**config.mk**
```make
export PLATFORM = sky130hd
export DESIGN_NAME = ascon_perm_ctrl
export DESIGN_NICKNAME = d
export VERILOG_FILES = /design/src/rtl/ascon_perm_ctrl.sv
export SDC_FILE = /design/constraint.sdc
export NUM_CORES = 1
export LEC_CHECK = 0
export BUFFER_PORTS_ARGS = -buffer_cell sky130_fd_sc_hd__buf_2
export CAP_MARGIN = 20
export CORE_AREA = 2 2 507 509
export CTS_CLUSTER_DIAMETER = 100
export DETAILED_ROUTE_END_ITERATION = 8
export DIE_AREA = 0 0 509 511
export PLACE_DENSITY = 0.33
export SLEW_MARGIN = 20
export SYNTH_ARGS = -nofsm -noshare
export SYNTH_HDL_FRONTEND = slang
export SYNTH_SLANG_ARGS = --single-unit
```
**constraint.sdc**
```tcl
create_clock -name clk -period 3.3 [get_ports clk]
set_input_delay 0.66 -clock clk [delete_from_list [all_inputs] [get_ports clk]]
set_output_delay 0.66 -clock clk [all_outputs]
set_load 0.02 [all_outputs]
```
**src/rtl/ascon_perm_ctrl.sv**
```systemverilog
// Iterative ASCON p^a sequencer: holds the 320-bit state and steps one round per clock
// through an external round datapath. Optional abort input enabled by `define ASCON_PERM_ABORT_EN.
module ascon_perm_ctrl #(
    parameter int MAX_ROUNDS = 12
) (
    input  logic         clk,
    input  logic         rst,
    input  logic         start,
`ifdef ASCON_PERM_ABORT_EN
    input  logic         abort,
`endif
    input  logic [3:0]   rounds_a,
    input  logic [319:0] state_in,
    output logic         ready,
    output logic         busy,
    output logic [3:0]   rnd_i,
    output logic [3:0]   rnd_idx,
    output logic [319:0] dp_state_out,
    input  logic [319:0] dp_state_in,
    output logic [319:0] state_out,
    output logic         done
);

    localparam logic [3:0] MAX_A = 4'(MAX_ROUNDS);

    typedef enum logic [1:0] {
        IDLE = 2'd0,
        RUN  = 2'd1,
        DONE = 2'd2
    } fsm_t;

    fsm_t           fsm, fsm_nxt;
    logic [319:0]   state_reg;
    logic [3:0]     a_reg;
    logic [3:0]     i_reg;
    logic [3:0]     a_clamped;
    logic           load;
    logic           step;
    logic           last_round;
    logic           abort_req;

`ifdef ASCON_PERM_ABORT_EN
    assign abort_req = abort;
`else
    assign abort_req = 1'b0;
`endif

    assign a_clamped  = (rounds_a > MAX_A) ? MAX_A : rounds_a;
    assign last_round = (i_reg == a_reg - 4'd1);

    // NOTE: sequential state uses non-blocking (<=) so every register samples pre-edge values.
    always_ff @(posedge clk) begin
        if (rst) fsm <= IDLE;
        else     fsm <= fsm_nxt;
    end

    // NOTE: all combinational outputs get defaults first so no latch is inferred.
    always_comb begin
        fsm_nxt = fsm;
        load    = 1'b0;
        step    = 1'b0;
        case (fsm)
            IDLE: begin
                if (start && !abort_req) begin
                    load    = 1'b1;
                    fsm_nxt = (a_clamped != 4'd0) ? RUN : DONE;
                end
            end
            RUN: begin
                if (abort_req) begin
                    fsm_nxt = IDLE;
                end else begin
                    step = 1'b1;
                    if (last_round) fsm_nxt = DONE;
                end
            end
            DONE:    fsm_nxt = IDLE;
            default: fsm_nxt = IDLE;
        endcase
    end

    // State only moves on accept or during an un-aborted RUN cycle; held everywhere else.
    always_ff @(posedge clk) begin
        if (rst) begin
            state_reg <= '0;
            a_reg     <= '0;
            i_reg     <= '0;
        end else if (load) begin
            state_reg <= state_in;
            a_reg     <= a_clamped;
            i_reg     <= '0;
        end else if (step) begin
            state_reg <= dp_state_in;
            if (!last_round) i_reg <= i_reg + 4'd1;
        end
    end

    assign ready        = (fsm == IDLE);
    assign busy         = (fsm == RUN);
    assign done         = (fsm == DONE);
    assign rnd_i        = busy ? i_reg : 4'd0;
    assign rnd_idx      = busy ? (4'd12 - a_reg + i_reg) : 4'd0;
    assign dp_state_out = state_reg;
    assign state_out    = state_reg;

endmodule

```
# Word-level counts from Yosys, hierarchy flattened
# Index checks and enable logic that the tools add are counted.
[word_totals] elab_cells=33 reg_bits=330
[classes] bitwise=1 add_sub_neg=4 n_lt_le_gt_ge=1 muxes=12 reduce_logical=6 n_eq_ne=5
[ops] operator="$mux 320" n=2
[ops] operator="$mux 4" n=3
[ops] operator="$mux 2" n=3
[ops] operator="$add 4x1->4 const B" n=1
[ops] operator="$add 4x4->4" n=1
[ops] operator="$eq 4x4->1" n=1
[ops] operator="$gt 4x4->1 const B" n=1
[ops] operator="$pmux 2 s2" n=1
[ops] operator="$reduce_and 2->1" n=2
[ops] operator="$reduce_bool 4->1" n=1
[ops] operator="$sub 4x1->4 const B" n=1
[ops] operator="$sub 4x4->4 const A" n=1
[ops] operator="$mux 1" n=3
[ops] operator="$eq 2x1->1 const B" n=1
[ops] operator="$eq 2x2->1 const B" n=1
[ops] operator="$logic_not 2->1" n=1
[ops] operator="$ne 2x1->1 const B" n=1
[ops] operator="$ne 2x2->1 const B" n=1
[ops] operator="$reduce_bool 2->1" n=1
[ops] operator="$reduce_or 2->1" n=1
[ops] operator="$not 1->1" n=1

# Longest topological paths before layout
[depth] word_depth=6 ltp_mapped=9

# Worst setup path before layout
# OpenSTA, ideal clock, no wires.
[synth_timing] path_kind="reg-to-output" start="register a_reg[1]" end="output rnd_idx[3]" setup_slack_ps=840 n_path_buf=0 path_stages_with_launch=9 required_time_ps=2640 arrival_time_ps=1800 cell_sequence="dfxtp_1 > inv_1 > ha_1 > ha_1 > inv_1 > fa_1 > xor2_1 > xnor2_1 > nor2_1"
[synth_via] elab_chain_cells=3
[synth_rtl] element="start: declaration" line_no="34" text="logic [3:0] a_reg;"
[synth_rtl] element="start signal: assignment" line_no="90" text="a_reg <= a_clamped;"
[synth_rtl] element="$sub 4x4->4" line_no="102" text="assign rnd_idx = busy ? (4'd12 - a_reg + i_reg) : 4'd0;"
[synth_rtl] element="$add 4x4->4" line_no="102"
[synth_rtl] element="$mux 4" line_no="102"
[synth_rtl] element="end: declaration" line_no="17" text="output logic [3:0] rnd_idx,"
# Every way passes these cells.

# Worst setup path after layout
# Same ends and word-level chain as after synthesis.

==> impl_metrics.py <==
metrics = {
    "yosys": {
        "ys_types": 30,
        "yosysWarnings": 0,
        "syn_avg_cell_area_um2": 8.428,
        "ys_seq_area_share_pct": 42.91,
        "syn_area_um2": 15400,
        "synth_top_area_cell": "dfxtp_1",
        "synth_seq_cells": 330,
        "synth_area_leaders": "dfxtp_1, buf_4, a22oi_1",
        "netlist.area_leader.share_pct": 42.91,
        "synth_fp_nets": 2481,
        "syn_inst": 1827,
    },
    "layout": {
        "fin_area_um2": 25380,
        "area_growth_pct": 64.81,
        "final_core_util_pct": 9.940,
        "largest_reg_flops": 320,
        "drive_above_1_share_pct": 50.91,
        "final_cells": 6248,
        "nFillCells": 29900,
        "nets": 3398,
    },
    "routing": {
        "wl_per_cell_um": 30.82,
        "via_per_inst": 3.041,
        "drtAntennaViolNets": 0,
        "num_vias": 19000,
        "routed_wl_um": 192600,
        "drt-initial-drc-count": 1336,
        "drt_pass1_iterations": 5,
        "drc": 0,
    },
    "placed_design": {
        "gp_congestion": 0.9264,
        "io_buffers": 1297,
        "dp.cells": 6069,
        "dp_worst_setup_slack_ns": 0.7133,
        "dp_hpwl_um": 170300,
        "placed_cell_area_um2": 23420,
    },
    "job": {
        "cap_violations": 0,
    },
    "pwr": {
        "clockPowerShare_pct": 38.1,
        "p_sw_share_pct": 41.04,
        "powerDensity_nw_per_um2": 605.7,
        "intPower_mw": 9.062,
        "p_total_mw": 15.37,
        "comb_power_share_pct": 30.8,
        "peakVddDrop_uv": 394.9,
        "power_frac_seq_pct": 31.1,
        "leakage_nw": 11.18,
        "p_sw_mw": 6.307,
    },
    "outcome": {
        "status": "finished clean",
    },
    "floorplan": {
        "core_um2": 255300,
        "start_util_pct": 6.031,
        "die_h_um": 511,
        "die-area_um2": 260100,
        "rows": 186,
        "fp.dieW_um": 509,
        "io_pins": 1298,
    },
    "timing": {
        "max_freq_mhz": 317.2,
        "fin_crit_sh_pct": 95.54,
        "slew_headroom_pct": 32.78,
        "tns_ns": 0,
        "finClkSkew_ns": 0.03002,
        "hold-worst-slack_ns": 0.2332,
        "worst_pin_slew_ns": 1.008,
        "finalSetupViolCount": 0,
        "min_period_ns": 3.153,
        "worst_slack_ns": 0.1470,
        "rsz0062_at_grt": "false",
        "slew_viol_final": 0,
        "hold_viol": 0,
    },
    "cts": {
        "htreeDepth": 2,
        "clock_sinks": 330,
        "clk_path_buf_depth": 3,
        "clkTransAtPathRegs_ns": 0.06,
        "cts-root-buf": "clkbuf_16",
        "cts_buffers": 55,
        "insertion_delay_ns": 0.69,
        "cts_tree": "yes",
    },
    "critical_path": {
        "endpoint_kind": "output pin",
        "crit_path_start_kind": "flop",
        "required_ns": 2.64,
        "cp_max_fo": 3,
        "cp.arrival_ns": 2.49,
        "crit_type": "reg2out",
    },
    "grt": {
        "overflow": 0,
        "antenna_found_initial": 258,
        "grt_max_degree": 138,
        "grtUsageTotal_pct": 14.06,
        "grt_pass1_wl_um": 230300,
        "grt_pass1_vias": 17430,
    },
    "min_path": {
        "min_path_type": "in2reg",
    },
}
[synth_stat cells, drive strengths merged]
library cell	n
buf	411
nand2	334
dfxtp	330
a21oi	326
a22oi	320
clkbuf	52
nor2	10
inv	8
ha	6
xnor2	5
and2	3
mux2i	3
a31oi	2
nand3	2
nor3	2
nor4	2
xor2	2
a211o	1
fa	1
nand2b	1
nand4	1
nor2b	1
nor3b	1
o211a	1
o21ba	1
or3	1
[path summary, 6_finish.rpt]
kind | startpoint | to | slack, ns | cells past startpoint
max | a_reg[1] | rnd_idx[3] | 0.15 | 9
min | state_in[260] | dp_state_out[260] | 0.23 | 3
max reg2reg | fsm[1] | dp_state_out[301] | 0.91 | 6
min reg2reg | a_reg[1] | a_reg[1] | 0.47 | 2
[worst max-delay path, stage by stage, from the launching register on]
cell and delay (ns):
dfxtp_2 0.34, inv_1 0.06, ha_1 0.28, ha_2 0.16, inv_1 0.05, fa_2 0.33, xor2_1 0.15, xnor2_1 0.12
nor2_1 0.13, buf_4 0.16
[metal layers]
layer,up-vias,track usage (%),part of all wire (%)
li1,8070,-,-
met1,8828,14.10,33
met2,1448,21.79,43
met3,493,12.07,20
met4,162,3.343,3.1
met5,-,0,0.58
[area by class of cell]
| type | instances | area [um^2] | area share [%] |
|---|---|---|---|
| clock buffer | 73 | 1484 | 5.848 |
| sequential | 330 | 6609 | 26.04 |
| multi-input combinational | 1026 | 5663 | 22.32 |
| timing repair buffer | 1323 | 6899 | 27.19 |
| tap | 3384 | 4234 | 16.69 |
| antenna | 75 | 187.7 | 0.7396 |
| inverter | 8 | 37.54 | 0.1479 |
| clock inverter | 29 | 261.5 | 1.031 |
[logic make-up after synthesis]
| kind of cell | share of synthesized area, % |
|---|---|
| simple gates | 8.996 |
| mux | 0.1950 |
| xor+xnor | 0.3982 |
| flops | 42.91 |
| fa+ha+maj | 0.6176 |
| compound gates | 26.47 |
| buf+inv | 20.42 |
[cell usage in the layout (no fill, tap or decap), types with 9 or more instances in the layout]
master and instances:
nand2_1 334, buf_4 11, clkbuf_1 14, clkbuf_16 55, a22oi_1 320, buf_12 16, nor2_1 9, diode_2 75
a21oi_1 326, buf_2 1295, dfxtp_1 328, inv_6 11
[power groups by stage]
stage | clock network (mW) | logic [mW] | registers [mW]
floorplan | 0 | 2.23 | 5.26
global placement | 0 | 4.83 | 4.84
detailed placement | 0 | 4.84 | 4.87
CTS | 6.16 | 4.85 | 4.79
global route | 6.23 | 5.06 | 4.84
finish | 5.85 | 4.73 | 4.79
[repair_timing]
item                                    in CTS  in global routing
endpoints found under the setup margin       1                  1
pin swaps                                    1                  2
cloned                                       0                  0
setup buffers                                1                  1
hold buffers                                 0                  0
resized for setup                            4                  1
Note: power is estimated with default switching activity, not from simulation.
